$ cat src/rtl/unidade_controle.sv
// Multi-cycle control unit: fetch/decode/exec/mem/wb sequencing for the 8-bit datapath.
// Optional performance counters (ciclos, instrucoes) enabled by `define CONTADOR_DESEMPENHO_EN.
module unidade_controle (
  input  logic        clk,
  input  logic        reset,
  input  logic [15:0] instr_dado,
  input  logic        instr_pronto,
  input  logic        mem_pronto,
  input  logic        zero,
  output logic        instr_req,
  output logic        ir_we,
  output logic        pc_we,
  output logic [1:0]  pc_src,
  output logic [1:0]  Controle_ALUop,
  output logic        alu_src_b,
  output logic        reg_we,
  output logic        mem_to_reg,
  output logic        mem_re,
  output logic        mem_we,
  output logic [2:0]  reg_rd,
  output logic [2:0]  reg_rs,
  output logic [2:0]  reg_rt,
  output logic [7:0]  imm_ext,
  output logic        halted,
  output logic        erro,
  output logic [2:0]  estado
`ifdef CONTADOR_DESEMPENHO_EN
  ,
  output logic [15:0] ciclos,
  output logic [15:0] instrucoes
`endif
);

  typedef enum logic [2:0] {
    INICIO = 3'd0,
    FETCH  = 3'd1,
    DECODE = 3'd2,
    EXEC   = 3'd3,
    MEM    = 3'd4,
    WB     = 3'd5,
    HALT   = 3'd6,
    ERRO   = 3'd7
  } estado_t;

  localparam logic [3:0] OP_ADD  = 4'h0;
  localparam logic [3:0] OP_SUB  = 4'h1;
  localparam logic [3:0] OP_AND  = 4'h2;
  localparam logic [3:0] OP_OR   = 4'h3;
  localparam logic [3:0] OP_SLT  = 4'h4;
  localparam logic [3:0] OP_ADDI = 4'h5;
  localparam logic [3:0] OP_ANDI = 4'h6;
  localparam logic [3:0] OP_ORI  = 4'h7;
  localparam logic [3:0] OP_BEQ  = 4'h8;
  localparam logic [3:0] OP_LW   = 4'h9;
  localparam logic [3:0] OP_SW   = 4'hA;
  localparam logic [3:0] OP_J    = 4'hB;
  localparam logic [3:0] OP_HALT = 4'hF;

  estado_t    estado_q;
  logic [3:0] opcode;

  // State register and instruction latch; fields only change on FETCH acceptance
  always_ff @(posedge clk or posedge reset) begin
    if (reset) begin
      estado_q <= INICIO;
      opcode   <= 4'h0;
      reg_rd   <= 3'd0;
      reg_rs   <= 3'd0;
      reg_rt   <= 3'd0;
      imm_ext  <= 8'h00;
    end else begin
      case (estado_q)
        INICIO: estado_q <= FETCH;
        FETCH: begin
          if (instr_pronto) begin
            opcode   <= instr_dado[15:12];
            reg_rd   <= instr_dado[11:9];
            reg_rs   <= instr_dado[8:6];
            reg_rt   <= instr_dado[5:3];
            imm_ext  <= {{2{instr_dado[5]}}, instr_dado[5:0]};
            estado_q <= DECODE;
          end
        end
        DECODE: begin
          if (opcode inside {4'hC, 4'hD, 4'hE}) estado_q <= ERRO;
          else if (opcode == OP_HALT)           estado_q <= HALT;
          else                                  estado_q <= EXEC;
        end
        EXEC: begin
          if (opcode == OP_LW || opcode == OP_SW)      estado_q <= MEM;
          else if (opcode == OP_BEQ || opcode == OP_J) estado_q <= FETCH;
          else                                         estado_q <= WB;
        end
        MEM: begin
          if (mem_pronto) estado_q <= (opcode == OP_LW) ? WB : FETCH;
        end
        WB:      estado_q <= FETCH;
        default: estado_q <= estado_q;
      endcase
    end
  end

  // Strobes decode from state and latched opcode; only FETCH acceptance and BEQ look at inputs
  always_comb begin
    instr_req      = 1'b0;
    ir_we          = 1'b0;
    pc_we          = 1'b0;
    pc_src         = 2'b00;
    Controle_ALUop = 2'b00;
    alu_src_b      = 1'b0;
    reg_we         = 1'b0;
    mem_to_reg     = 1'b0;
    mem_re         = 1'b0;
    mem_we         = 1'b0;
    halted         = 1'b0;
    erro           = 1'b0;
    case (estado_q)
      FETCH: begin
        instr_req = 1'b1;
        ir_we     = instr_pronto;
        pc_we     = instr_pronto;
      end
      EXEC: begin
        case (opcode)
          OP_SUB, OP_SLT, OP_BEQ: Controle_ALUop = 2'b01;
          OP_AND, OP_ANDI:        Controle_ALUop = 2'b10;
          OP_OR, OP_ORI:          Controle_ALUop = 2'b11;
          default:                Controle_ALUop = 2'b00;
        endcase
        alu_src_b = (opcode inside {OP_ADDI, OP_ANDI, OP_ORI, OP_LW, OP_SW});
        if (opcode == OP_BEQ) begin
          pc_src = 2'b01;
          pc_we  = zero;
        end else if (opcode == OP_J) begin
          pc_src = 2'b10;
          pc_we  = 1'b1;
        end
      end
      MEM: begin
        mem_re = (opcode == OP_LW);
        mem_we = (opcode == OP_SW);
      end
      WB: begin
        reg_we     = 1'b1;
        mem_to_reg = (opcode == OP_LW);
      end
      HALT:    halted = 1'b1;
      ERRO:    erro   = 1'b1;
      default: ;
    endcase
  end

  assign estado = estado_q;

`ifdef CONTADOR_DESEMPENHO_EN
  logic fim_instr;

  // An instruction completes on any transition back into FETCH
  assign fim_instr = (estado_q == WB) ||
                     (estado_q == EXEC && (opcode == OP_BEQ || opcode == OP_J)) ||
                     (estado_q == MEM && mem_pronto && opcode == OP_SW);

  always_ff @(posedge clk or posedge reset) begin
    if (reset) begin
      ciclos     <= 16'h0000;
      instrucoes <= 16'h0000;
    end else begin
      if (!(estado_q inside {INICIO, HALT, ERRO}) && ciclos != 16'hFFFF)
        ciclos <= ciclos + 16'd1;
      if (fim_instr && instrucoes != 16'hFFFF)
        instrucoes <= instrucoes + 16'd1;
    end
  end
`endif

endmodule

$ cat config.mk
export PLATFORM = sky130hd
export DESIGN_NAME = unidade_controle
export DESIGN_NICKNAME = d
export VERILOG_FILES = /design/src/rtl/unidade_controle.sv
export SDC_FILE = /design/constraint.sdc
export NUM_CORES = 1
export LEC_CHECK = 0
export ABC_AREA = 1
export CAP_MARGIN = 20
export CORE_ASPECT_RATIO = 0.6
export CORE_MARGIN = 4
export CORE_UTILIZATION = 36
export CTS_CLUSTER_SIZE = 20
export DETAILED_ROUTE_END_ITERATION = 8
export PLACE_DENSITY = 0.76
export SETUP_SLACK_MARGIN = 0.5
export SLEW_MARGIN = 30
export SYNTH_ARGS = -nofsm -noshare
export SYNTH_HDL_FRONTEND = slang
export SYNTH_SLANG_ARGS = --single-unit
$ cat constraint.sdc
create_clock -name clk -period 1.39 [get_ports clk]
set_clock_uncertainty 0.2 [all_clocks]
set_input_delay 0.2085 -clock clk [delete_from_list [all_inputs] [get_ports clk]]
set_output_delay 0.2085 -clock clk [all_outputs]
set_load 0.01 [all_outputs]
### Word-level counts from Yosys, hierarchy flattened

Cells that the tools add are included.

| operators by class | value |
|---|---|
| equality and inequality tests | 24 |
| mux-type cells | 25 |
| reductions and logical operators | 12 |

Operator list:

| kind | number |
|---|---|
| 4-bit == test (second input constant) | 8 |
| 3-bit two-way mux | 7 |
| 4-bit by 3-bit == test with 1-bit output (second input constant) | 4 |
| 3-bit case mux with 5 select lines | 1 |
| 3-bit == test (second input constant) | 4 |
| 1-bit two-way mux | 11 |
| 5-bit nonzero test | 2 |
| 4-bit by 2-bit == test with 1-bit output (second input constant) | 2 |
| 2-bit two-way mux | 4 |
| 3-bit by 2-bit == test with 1-bit output (second input constant) | 2 |
| 2-bit case mux with 3 select lines | 1 |
| 2-bit OR reduction | 3 |
| 4-bit by 1-bit == test with 1-bit output (second input constant) | 1 |
| 2-bit != test (second input constant) | 2 |
| 3-bit by 1-bit == test with 1-bit output (second input constant) | 1 |
| 3-bit zero test | 1 |
| 3-bit AND reduction | 1 |
| 3-bit nonzero test | 1 |
| 3-bit OR reduction | 1 |
| 1-bit logical OR | 2 |
| 1-bit case mux with 2 select lines | 1 |
| 2-bit AND reduction | 1 |

| storage, ports and cells | value |
|---|---|
| register bits | 22 |
| input port bits | 21 |
| output and inout port bits | 34 |
| logic and storage cells | 67 |

### Depth between registers and ports, before layout

| depth | value |
|---|---|
| depth after elaboration | 5 |
| depth in mapped cells | 8 |
| mapped depth without buffers | 8 |

### Worst setup path before layout

Ideal clock, no wire load.

| timing path | value |
|---|---|
| path type | register to output |
| start | register estado_q[1] (netlist: estado[1]) |
| end | output port pc_we |
| arrival | 1.264 ns |
| required time | 0.982 ns |
| path slack | -0.283 ns |
| cell stages (with the launch flop) | 8 |
| path buffers | 1 |
| cell sequence | dfrtp_1 > buf_4 > nand2_1 > nor2_2 > inv_1 > nor2_1 > nand2_1 > nand2_1 |

| between the ends | value |
|---|---|
| longest elaborated chain between the ends | 2 |
| elaborated cells between the ends (all ways) | 3 |
| those cells by class | eq/ne (2); mux (1) |

RTL lines:

| what | line | text |
|---|---|---|
| start: declaration | 59 | `estado_t estado_q;` |
| start signal: assignment | 95 | `if (mem_pronto) estado_q <= (opcode == OP_LW) ? WB : FETCH;` |
| start signal: assignment | 98 | `default: estado_q <= estado_q;` |
| 3-bit by 2-bit == test with 1-bit output or 3-bit by 1-bit == test with 1-bit output (tied branches) | 117 | `case (estado_q)` |
| 1-bit case mux with 2 select lines * | 117 |  |
| end: declaration | 12 | `output logic pc_we,` |

Mark *: on every way between the ends. The rest lies on a longest branch, timed or not.

### Worst setup path after layout

| timing path | value |
|---|---|
| start | register estado_q[0] (netlist: estado[0]) |
| end | output port mem_re |

| between the ends | value |
|---|---|
| longest elaborated chain between the ends | 2 |

RTL lines:

| what | line | text |
|---|---|---|
| 3-bit == test | 117 |  |
| 1-bit two-way mux | 117 |  |
| end: declaration | 18 | `output logic mem_re,` |

No other way between the ends.

==> summary.md <==
| Metric | Value |
|---|---|
| Fill cells | roughly 190 |
| Slew headroom | 82.4% |
| Placed insts | roughly 260 |
| Clock share of power | 7.6% |
| Clock Pin Slew Worst Setup and Hold Paths | about 0.070 ns |
| Final Setup Violations | 37 |
| CTS H-tree depth | 1 |
| Ys async rst share | 100% |
| P_int | 0.00283 W |
| Antenna-violating nets left | 0 |
| Maxcap violations | 0 |
| Area delta synth->final | 102% |
| Layout net count | 265 |
| DP HPWL | about 2600 um |
| Top_reg_cell synth | dfrtp_1 |
| Share of layout cells above drive strength 1 | between 50 and 60% |
| Final period utilization | 131% |
| Worst slew pin tran | 0.262 ns |
| Placed cell areas | 1850 um2 |
| Logic pwr share | 70.0% |
| Final setup margin | -0.433 ns |
| Post-synthesis cell type count | 23 |
| Final wirelength | approximately 4000 um |
| Clk Latency, worst-skew pair | 0.25 ns |
| Seq pwr share | 22.4% |
| Top-count cell post-synth | nand2_1 |
| TritonCTS clock tree | built |
| GP Congestion | 0.870 |
| GR Util met2 | 35.2% |
| Ranking of synthesized cells by area | dfrtp_1 43%, nand2_1 21%, inv_1 5.8%, buf_4 4.1%, nor2_1 4.1% |
| Final Hold Fails | 0 |
| Leakage | approximately 1.2 nW |
| Total grt overflow | 0 |
| Crit end category | primary output |
| Fin cells | between 200 and 300 |
| Starting DRC count in detailed routing | 41 |
| Switching Share | a little over two fifths |
| Psw | 0.00210 W |
| Yosys reg bits | 19 |
| Syn_nets | 170 |
| Crit path cell chain | buf_4, nor3_2, nand2_1, inv_2, clkdlybuf4s15_2 |
| Initial antenna violation count | 0 |
| Die width | 79.4 um |
| Quantity of I/O buffers inserted on ports | 54 |
| Initial Util | 38.1% |
| Critical Path RT | approximately 0.98 ns |
| Vias per cell | 4.61 |
| Multi-input gate area | about 620 um2 |
| Fin. max-slew vios | 0 |
| Element type at the critical path start | flop |
| Vias in the first global route | 1,305 |
| Average cell area after synthesis | between 7 and 8 um2 |
| CP peak stage delay | ~0.47 ns |
| Pwr dens | between 2000 and 2500 nW/um2 |
| Unrepaired setup endpoints after global routing | yes |
| # IOs | 55 |
| Gr usage total | between 10% and 20% |
| Final Util | 77.0% |
| WP data arrival | 1.41 ns |
| GR Util met1 | 23.8% |
| Yosys top cell area share | between 40% and 50% |
| Crit path max fanout | 4 |
| TritonCTS Buffers | 3 |
| Site Rows | 15 |
| Fin Setup TNS | -8.95 ns |
| Syn. warnings | 0 |
| Synth Instances | between 100 and 150 |
| Sequential fraction of the synthesis area | 43.2% |
| Die extent in y | 50.8 um |
| DRC violations left | 0 |
| Pre-antenna DRT Iters | 4 |
| CTS Root Cell | clkbuf_8 |
| Register Area | 482 um2 |
| Hold WC Path Type | in -> async |
| Post-route cell area | between 2000 and 2500 um2 |
| Via count | 1,315 |
| Die area | 4040 um2 |
| Top Usage Layer GRT | met2 |
| Crit-path slowest cell | dfrtp_2 |
| Design Power | 0.00492 W |
| Synth area leader | dfrtp_1 |
| WS Path Type | reg -> out |
| Max IR drop VDD | 0.00122 V |
| First-pass GRT wire length | 6050 um |
| Largest net degree at the start of global routing | 20 |
| CTS sink cnt | 19 |
| Post-synth EDFFs | 0 |
| # diodes | 0 |
| Crit path time final | 1.82 ns |
| Status | finished, violations left |
| WL/cell | 13.9 um |
| Post-synth top cells | 61 x nand2_1, 19 x dfrtp_1, 17 x inv_1 |
| Core box area | 2890 um2 |
| Grt met3 use | ~3.5% |
| CTS max path bufs | 2 |
| Post-Synthesis Cell Area | 1100 um2 |
| Violated checks | negative setup slack |
| Achievable frequency | 548 MHz |
[final timing paths]
kind / start / to / slack, ns / cells past startpoint
setup / recovery: estado[0] / mem_re / -0.43 / 5
hold / removal: reset / reg_rt[1] / 0.09 / 3
setup reg to reg: estado[0] / reg_rs[2] / -0.26 / 10
hold reg to reg: reg_rd[0] / reg_rd[0] / 0.28 / 2
max in group asynchronous: reset / estado[2] / 0.69 / 3
min in group clk: reg_rd[0] / reg_rd[0] / 0.28 / 2
[power by group through the flow]
| stage | Sequential [W] | Clock (W) | Combinational (W) |
|---|---|---|---|
| 2_1_floorplan | 0.00118 | 0 | 0.00127 |
| 3_3_place_gp | 0.00106 | 0 | 0.00249 |
| 3_5_place_dp | 0.00107 | 0 | 0.00255 |
| 4_1_cts | 0.00107 | 0.000382 | 0.00289 |
| 5_1_grt | 0.00113 | 0.000404 | 0.00371 |
| 6_report | 0.00111 | 0.000373 | 0.00345 |
[worst max-delay path, delay by kind of cell (launching register included)]
| family | cells | cell delay (ns) |
|---|---|---|
| buf+inv | 3 | 0.43 |
| simple gates | 2 | 0.27 |
| flops | 1 | 0.47 |
[flip-flops by register name (all words and copies together), names as in the netlist]
name and cells:
opcode 4, estado 3, imm_ext 3, reg_rd 3
reg_rs 3, reg_rt 3
[layer usage]
layer | part of all wire [%] | wire length [um]
met2 | 53 | 2120
met4 | 1.4 | 56
met5 | 0 | 0
met1 | 42 | 1650
met3 | 3.4 | 136
[repair_timing]
item,in CTS,in global routing
buffers inserted,12,9
gates resized for setup,168,37
hold buffers,0,0
pin swaps,10,13
gates cloned,0,1
setup endpoints to repair,53,53
endpoints found under the hold margin,0,0
[through the flow]
stage	hold slack (ns)	setup WS, ns
2_1_floorplan	-0.0406	-0.156
3_3_place_gp	0.255	-0.578
3_5_place_dp	0.257	-0.577
4_1_cts	0.0775	-0.410
5_1_grt	0.142	-0.509
6_report	0.0887	-0.433
[kinds of logic (layout without fill, tap and decap cells)]
| family | count (synthesis) | count (layout) | share of synthesized area, % |
|---|---|---|---|
| AOI/OAI and AO/OA | 9 | 9 | 5.23 |
| buffers and inverters | 28 | 122 | 13.9 |
| DFF | 19 | 19 | 43.2 |
| and+or+nand+nor | 93 | 93 | 37.7 |
[final cells by class]
class	count	share of cell area, %
clock buffer	4	2.02
inverter	19	3.88
multi-input combinational	102	28.0
sequential	19	21.6
tap	42	2.36
timing repair buffer	99	42.0
[placed cells by master, fill, tap and decap left out, drive strengths merged]
cell,Yosys,routed
nand2,64,64
dfrtp,19,19
clkdlybuf4s15,0,2
nand3,6,6
o21ai,7,7
nor2,15,15
buf,9,74
nand4,1,1
or2,1,1
clkbuf,0,5
o211ai,2,2
nor4,2,2
inv,19,19
nor3,4,4
dlygate4sd2,0,2
clkdlybuf4s50,0,20
No activity file was read; power rests on OpenSTA's default activity.
